[config.mk]
export PLATFORM = sky130hd
export DESIGN_NAME = dflipflop_universal_register_flat
export DESIGN_NICKNAME = d
export VERILOG_FILES = /design/src/rtl/dflipflop_universal_register_if.sv /design/src/rtl/dflipflop_universal_register.sv /design/src/flat_wrapper.sv
export SDC_FILE = /design/constraint.sdc
export NUM_CORES = 1
export LEC_CHECK = 0
export CAP_MARGIN = 15
export CORE_AREA = 2 2 39 41
export CTS_BUF_LIST = sky130_fd_sc_hd__clkbuf_4
export CTS_CLUSTER_DIAMETER = 30
export CTS_CLUSTER_SIZE = 14
export DETAILED_ROUTE_END_ITERATION = 8
export DIE_AREA = 0 0 41 43
export PLACE_DENSITY = 0.58
export RECOVER_POWER = 100
export SLEW_MARGIN = 20
export SYNTH_ARGS = -nofsm -noshare
export SYNTH_HDL_FRONTEND = slang
export SYNTH_SLANG_ARGS = --single-unit
export TNS_END_PERCENT = 1
[constraint.sdc]
create_clock -name input_clock1_clk_1 -period 2.9 [get_ports input_clock1_clk_1]
set_clock_uncertainty 0.15 [all_clocks]
set_input_delay 0.29 -clock input_clock1_clk_1 [delete_from_list [all_inputs] [get_ports input_clock1_clk_1]]
set_output_delay 0.29 -clock input_clock1_clk_1 [all_outputs]
set_load 0.03 [all_outputs]
[src/rtl/dflipflop_universal_register_if.sv]
// Control, data and status bundle of the universal shift/load register.
// The master drives mode and data inputs; the slave (the register) returns Q and its status.
interface dflipflop_universal_register_if #(
    parameter int WIDTH = 4
);
    logic             input_switch3_en_3;
    logic [1:0]       input_switch4_mode_4;
    logic             input_switch5_rot_5;
    logic             input_switch6_sin_6;
    logic [WIDTH-1:0] input_switch7_d_7;
    logic [WIDTH-1:0] output_led1_q_8;
    logic [WIDTH-1:0] output_led2_qbar_9;
    logic             output_led3_sout_10;
    logic             output_led4_zero_11;

    modport master (
        output input_switch3_en_3, input_switch4_mode_4, input_switch5_rot_5,
               input_switch6_sin_6, input_switch7_d_7,
        input  output_led1_q_8, output_led2_qbar_9, output_led3_sout_10,
               output_led4_zero_11
    );

    modport slave (
        input  input_switch3_en_3, input_switch4_mode_4, input_switch5_rot_5,
               input_switch6_sin_6, input_switch7_d_7,
        output output_led1_q_8, output_led2_qbar_9, output_led3_sout_10,
               output_led4_zero_11
    );
endinterface

[src/rtl/dflipflop_universal_register.sv]
// WIDTH-bit universal register: hold, shift right/left (serial fill or rotate), parallel load.
// One D flip-flop per bit; Qbar, sout and zero are decoded combinationally from Q.
module dflipflop_universal_register #(
    parameter int               WIDTH       = 4,
    parameter logic [WIDTH-1:0] RESET_VALUE = '0
) (
    input logic                           input_clock1_clk_1,
    input logic                           input_push_button2_rst_2,
    dflipflop_universal_register_if.slave bus
);
    localparam logic [1:0] MODE_HOLD  = 2'b00;
    localparam logic [1:0] MODE_RIGHT = 2'b01;
    localparam logic [1:0] MODE_LEFT  = 2'b10;
    localparam logic [1:0] MODE_LOAD  = 2'b11;

    logic [WIDTH-1:0] q_p0;
    logic [WIDTH-1:0] q_next;

    function automatic logic [WIDTH-1:0] next_state(
        input logic [WIDTH-1:0] q,
        input logic             en,
        input logic [1:0]       mode,
        input logic             rot,
        input logic             sin,
        input logic [WIDTH-1:0] d
    );
        logic [WIDTH-1:0] nxt;
        nxt = q;
        if (en) begin
            case (mode)
                MODE_RIGHT: nxt = {(rot ? q[0] : sin), q[WIDTH-1:1]};
                MODE_LEFT:  nxt = {q[WIDTH-2:0], (rot ? q[WIDTH-1] : sin)};
                MODE_LOAD:  nxt = d;
                default:    nxt = q;
            endcase
        end
        return nxt;
    endfunction

    always_comb begin
        q_next = next_state(q_p0, bus.input_switch3_en_3, bus.input_switch4_mode_4,
                            bus.input_switch5_rot_5, bus.input_switch6_sin_6,
                            bus.input_switch7_d_7);
    end

    // Stage p0: the flip-flop bank itself
    always_ff @(posedge input_clock1_clk_1 or posedge input_push_button2_rst_2) begin
        if (input_push_button2_rst_2) begin
            q_p0 <= RESET_VALUE;
        end else begin
            q_p0 <= q_next;
        end
    end

    assign bus.output_led1_q_8     = q_p0;
    assign bus.output_led2_qbar_9  = ~q_p0;
    // sout tracks the current mode, not the mode sampled at the last edge
    assign bus.output_led3_sout_10 = (bus.input_switch4_mode_4 == MODE_RIGHT) ? q_p0[0]
                                                                               : q_p0[WIDTH-1];
    assign bus.output_led4_zero_11 = (q_p0 == '0);

    logic unused_hold;
    assign unused_hold = (MODE_HOLD == 2'b00);
endmodule

[src/flat_wrapper.sv]
// flat-port wrapper written by rule: the top's interface ports become plain ports
module dflipflop_universal_register_flat 
#(
    parameter int               WIDTH       = 4,
    parameter logic [WIDTH-1:0] RESET_VALUE = '0
)
  (input_clock1_clk_1, input_push_button2_rst_2, bus_input_switch3_en_3, bus_input_switch4_mode_4, bus_input_switch5_rot_5, bus_input_switch6_sin_6, bus_input_switch7_d_7, bus_output_led1_q_8, bus_output_led2_qbar_9, bus_output_led3_sout_10, bus_output_led4_zero_11);
  dflipflop_universal_register_if #(.WIDTH(WIDTH)) bus_i ();
  input logic input_clock1_clk_1;
  input logic input_push_button2_rst_2;
  input wire logic [$bits(bus_i.input_switch3_en_3)-1:0] bus_input_switch3_en_3;
  input wire logic [$bits(bus_i.input_switch4_mode_4)-1:0] bus_input_switch4_mode_4;
  input wire logic [$bits(bus_i.input_switch5_rot_5)-1:0] bus_input_switch5_rot_5;
  input wire logic [$bits(bus_i.input_switch6_sin_6)-1:0] bus_input_switch6_sin_6;
  input wire logic [$bits(bus_i.input_switch7_d_7)-1:0] bus_input_switch7_d_7;
  output wire logic [$bits(bus_i.output_led1_q_8)-1:0] bus_output_led1_q_8;
  output wire logic [$bits(bus_i.output_led2_qbar_9)-1:0] bus_output_led2_qbar_9;
  output wire logic [$bits(bus_i.output_led3_sout_10)-1:0] bus_output_led3_sout_10;
  output wire logic [$bits(bus_i.output_led4_zero_11)-1:0] bus_output_led4_zero_11;
  assign bus_i.input_switch3_en_3 = bus_input_switch3_en_3;
  assign bus_i.input_switch4_mode_4 = bus_input_switch4_mode_4;
  assign bus_i.input_switch5_rot_5 = bus_input_switch5_rot_5;
  assign bus_i.input_switch6_sin_6 = bus_input_switch6_sin_6;
  assign bus_i.input_switch7_d_7 = bus_input_switch7_d_7;
  assign bus_output_led1_q_8 = bus_i.output_led1_q_8;
  assign bus_output_led2_qbar_9 = bus_i.output_led2_qbar_9;
  assign bus_output_led3_sout_10 = bus_i.output_led3_sout_10;
  assign bus_output_led4_zero_11 = bus_i.output_led4_zero_11;
  dflipflop_universal_register #(.WIDTH(WIDTH), .RESET_VALUE(RESET_VALUE)) u_core (.input_clock1_clk_1(input_clock1_clk_1), .input_push_button2_rst_2(input_push_button2_rst_2), .bus(bus_i));
endmodule
==> impl_metrics.env <==
export IMPL_status="completed"
export IMPL_slew_headroom_pct=70.3
export IMPL_powerDensity_nw_per_um2=513
export IMPL_cts_tree="built"
export IMPL_multi_input_area_sq_um=199
export IMPL_power_mw=0.292
export IMPL_area_growth_pct=70.7
export IMPL_portBuffers=20
export IMPL_regArea_sq_um=100
export IMPL_die_h_um=43
export IMPL_synth_edf_count=0
export IMPL_startpoint_type="input pin"
export IMPL_vias=350
export IMPL_diodes=0
export IMPL_synth_largest_area_cell="dfrtp_1"
export IMPL_insertion_delay_ns=0.23
export IMPL_async_flop_share_pct=100
export IMPL_wire_per_inst_um=10.9
export IMPL_detail_route_antenna_nets=0
export IMPL_drt_pass1_iterations=4
export IMPL_vdd_drop_max_uv=262
export IMPL_wirelength_um=829
export IMPL_drive_gt1_share_pct=13.3
export IMPL_ys_top_cells_by_area="dfrtp_1 (30%), mux2i_1 (9.0%), a2bb2oi_2 (9.0%)"
export IMPL_reg2reg_from="u_core.bus.output_led1_q_8[3]"
export IMPL_cp_cell_sequence="dlygate4sd3_1 > nand2b_4 > o21ai_1 > dlygate4sd3_1"
export IMPL_leakage_nw=0.258
export IMPL_cts_max_path_buffers=2
export IMPL_coreArea_sq_um=1380
export IMPL_cp_common_cell="dlygate4sd3_1"
export IMPL_synth_top_area_share_pct=30.1
export IMPL_min_path_type="input pin to asynchronous set/reset pin"
export IMPL_dp_hpwl_um=670
export IMPL_clkTransAtPathRegs_ns=0.04
export IMPL_grt_pass1_wl_um=1210
export IMPL_largest_reg_flops=4
export IMPL_finalSetupTns_ns=0
export IMPL_start_util_pct=24.1
export IMPL_finalCritPeriodShare_pct=82.0
export IMPL_drv_cap=0
export IMPL_post_cts_setup_buffers=0
export IMPL_drtIter0Drc=5
export IMPL_rsz0062_at_grt="no"
export IMPL_max_stage_delay_ns=0.75
export IMPL_gr_total_overflow=0
export IMPL_fillerInstances=158
export IMPL_crit_required_ns=2.46
export IMPL_worst_r2r_path_depth=3
export IMPL_cts_root_buffer="clkbuf_4"
export IMPL_drc=0
export IMPL_finalCriticalPeriod_ns=2.38
export IMPL_syn_nets=48
export IMPL_fin_util_pct=41.0
export IMPL_place_gp_congestion=0.730
export IMPL_fmax_mhz=420
export IMPL_clock_sinks=4
export IMPL_cts_buffers=3
export IMPL_synthesis_yosys_warnings=0
export IMPL_die_w_um=41
export IMPL_netlist_area_sq_um=333
export IMPL_dieArea_sq_um=1760
export IMPL_setup_worst_path_end_class="primary output"
export IMPL_timing_rr_end="u_core.bus.output_led1_q_8[2]"
export IMPL_synth_seq_area_share_pct=30.1
export IMPL_grt_total_usage_pct=10.6
export IMPL_hold_viol_final=0
export IMPL_crit_type="input pin to primary output"
export IMPL_top_level_ports=21
export IMPL_setup_viol=0
export IMPL_nNetsFinal=73
export IMPL_antenna_found_initial=0
export IMPL_synth_common_cells="inv_1 (6), nand2_1 (6), dfrtp_1 (4), mux2i_1 (3), o21ai_1 (3)"
export IMPL_worst_path_max_fanout=7
export IMPL_crit_slowest_cell="dlygate4sd3_1"
export IMPL_syn_inst=37
export IMPL_ff2ff_setup_slack_ns=1.75
export IMPL_grt_max_degree=11
export IMPL_h_tree_depth=1
export IMPL_synth_cell_types=19
export IMPL_grt_pass1_vias=298
export IMPL_slew_violations=0
export IMPL_worstMarginPinSlew_ns=0.446
export IMPL_num_rows=14
export IMPL_syn_avg_cell_area_sq_um=9.00
export IMPL_crit_arrival_ns=1.94
export IMPL_synth_seq_cells=4
export IMPL_synth_ff_type="dfrtp_1"
export IMPL_postCtsHoldBufs=0
export IMPL_cts_resized=0
export IMPL_drt_vias_per_instance=4.61
==> per-layer routing <==
metal,track usage [%],share of wire [%]
met1,15.0,49
met2,12.8,44
met3,6.28,7.6
met4,4.00,0
met5,0,0
==> power breakdown <==
| group | switching (mW) | total (mW) | internal (mW) |
|---|---|---|---|
| clock network | 0.0208 | 0.0669 | 0.0462 |
| logic | 0.0789 | 0.143 | 0.0642 |
| registers | 0.0159 | 0.0816 | 0.0657 |
==> through the flow <==
step | setup WS [ns] | area [sq um] | cells | hold slack (ns)
6_report | 0.522 | 568 | 76 | 0.225
4_1_cts | 0.652 | 572 | 76 | 0.0863
3_3_place_gp | 0.688 | 549 | 73 | 0.330
2_1_floorplan | 0.904 | 333 | 37 | -0.0939
5_1_grt | 0.449 | 568 | 76 | 0.251
3_5_place_dp | 0.659 | 549 | 73 | 0.332
==> cell families (layout without fill, tap and decap cells) <==
logic type,Yosys count,after routing,share of synthesized area (%)
AND/OR/NAND/NOR,9,9,14.7
multiplexers,4,4,13.5
AO/OA/AOI/OAI,13,13,31.6
flip-flops,4,4,30.1
buffers and inverters,7,30,10.1
==> cell type report <==
class                           count  area share, %
Clock buffer                        3           3.96
Inverter                            6           3.96
Multi-Input combinational cell     26           35.0
Sequential cell                     4           17.6
Tap cell                           16           3.52
Timing Repair Buffer               21           35.9
==> cells in the final DEF, fill, tap and decap left out, drive strengths merged <==
master	n
inv	6
clkbuf	4
nor4	1
o22ai	2
o21ai	4
mux2	1
dlygate4sd3	12
nand2b	2
a31oi	1
a2bb2oi	3
mux2i	3
a21boi	1
a21oi	1
dfrtp	4
o221ai	1
clkdlybuf4s50	8
nand2	6
==> critical path: cells and delay by family <==
| family | cells | cell delay, ns |
|---|---|---|
| compound gates | 1 | 0.12 |
| buf+inv | 2 | 1.45 |
| simple gates | 1 | 0.09 |
==> worst max-delay path by stage <==
stage / cells past startpoint / to / from / slack (ns)
after floorplan: 1 / bus_output_led4_zero_11 / u_core.bus.output_led1_q_8[1] / 0.90
after global placement: 4 / bus_output_led3_sout_10 / bus_input_switch4_mode_4[0] / 0.69
after detailed placement: 4 / bus_output_led3_sout_10 / bus_input_switch4_mode_4[0] / 0.66
after CTS: 4 / bus_output_led3_sout_10 / bus_input_switch4_mode_4[0] / 0.65
after global routing: 4 / bus_output_led3_sout_10 / bus_input_switch4_mode_4[0] / 0.45
final: 4 / bus_output_led3_sout_10 / bus_input_switch4_mode_4[0] / 0.52
Power figures use the tool's default switching activity.
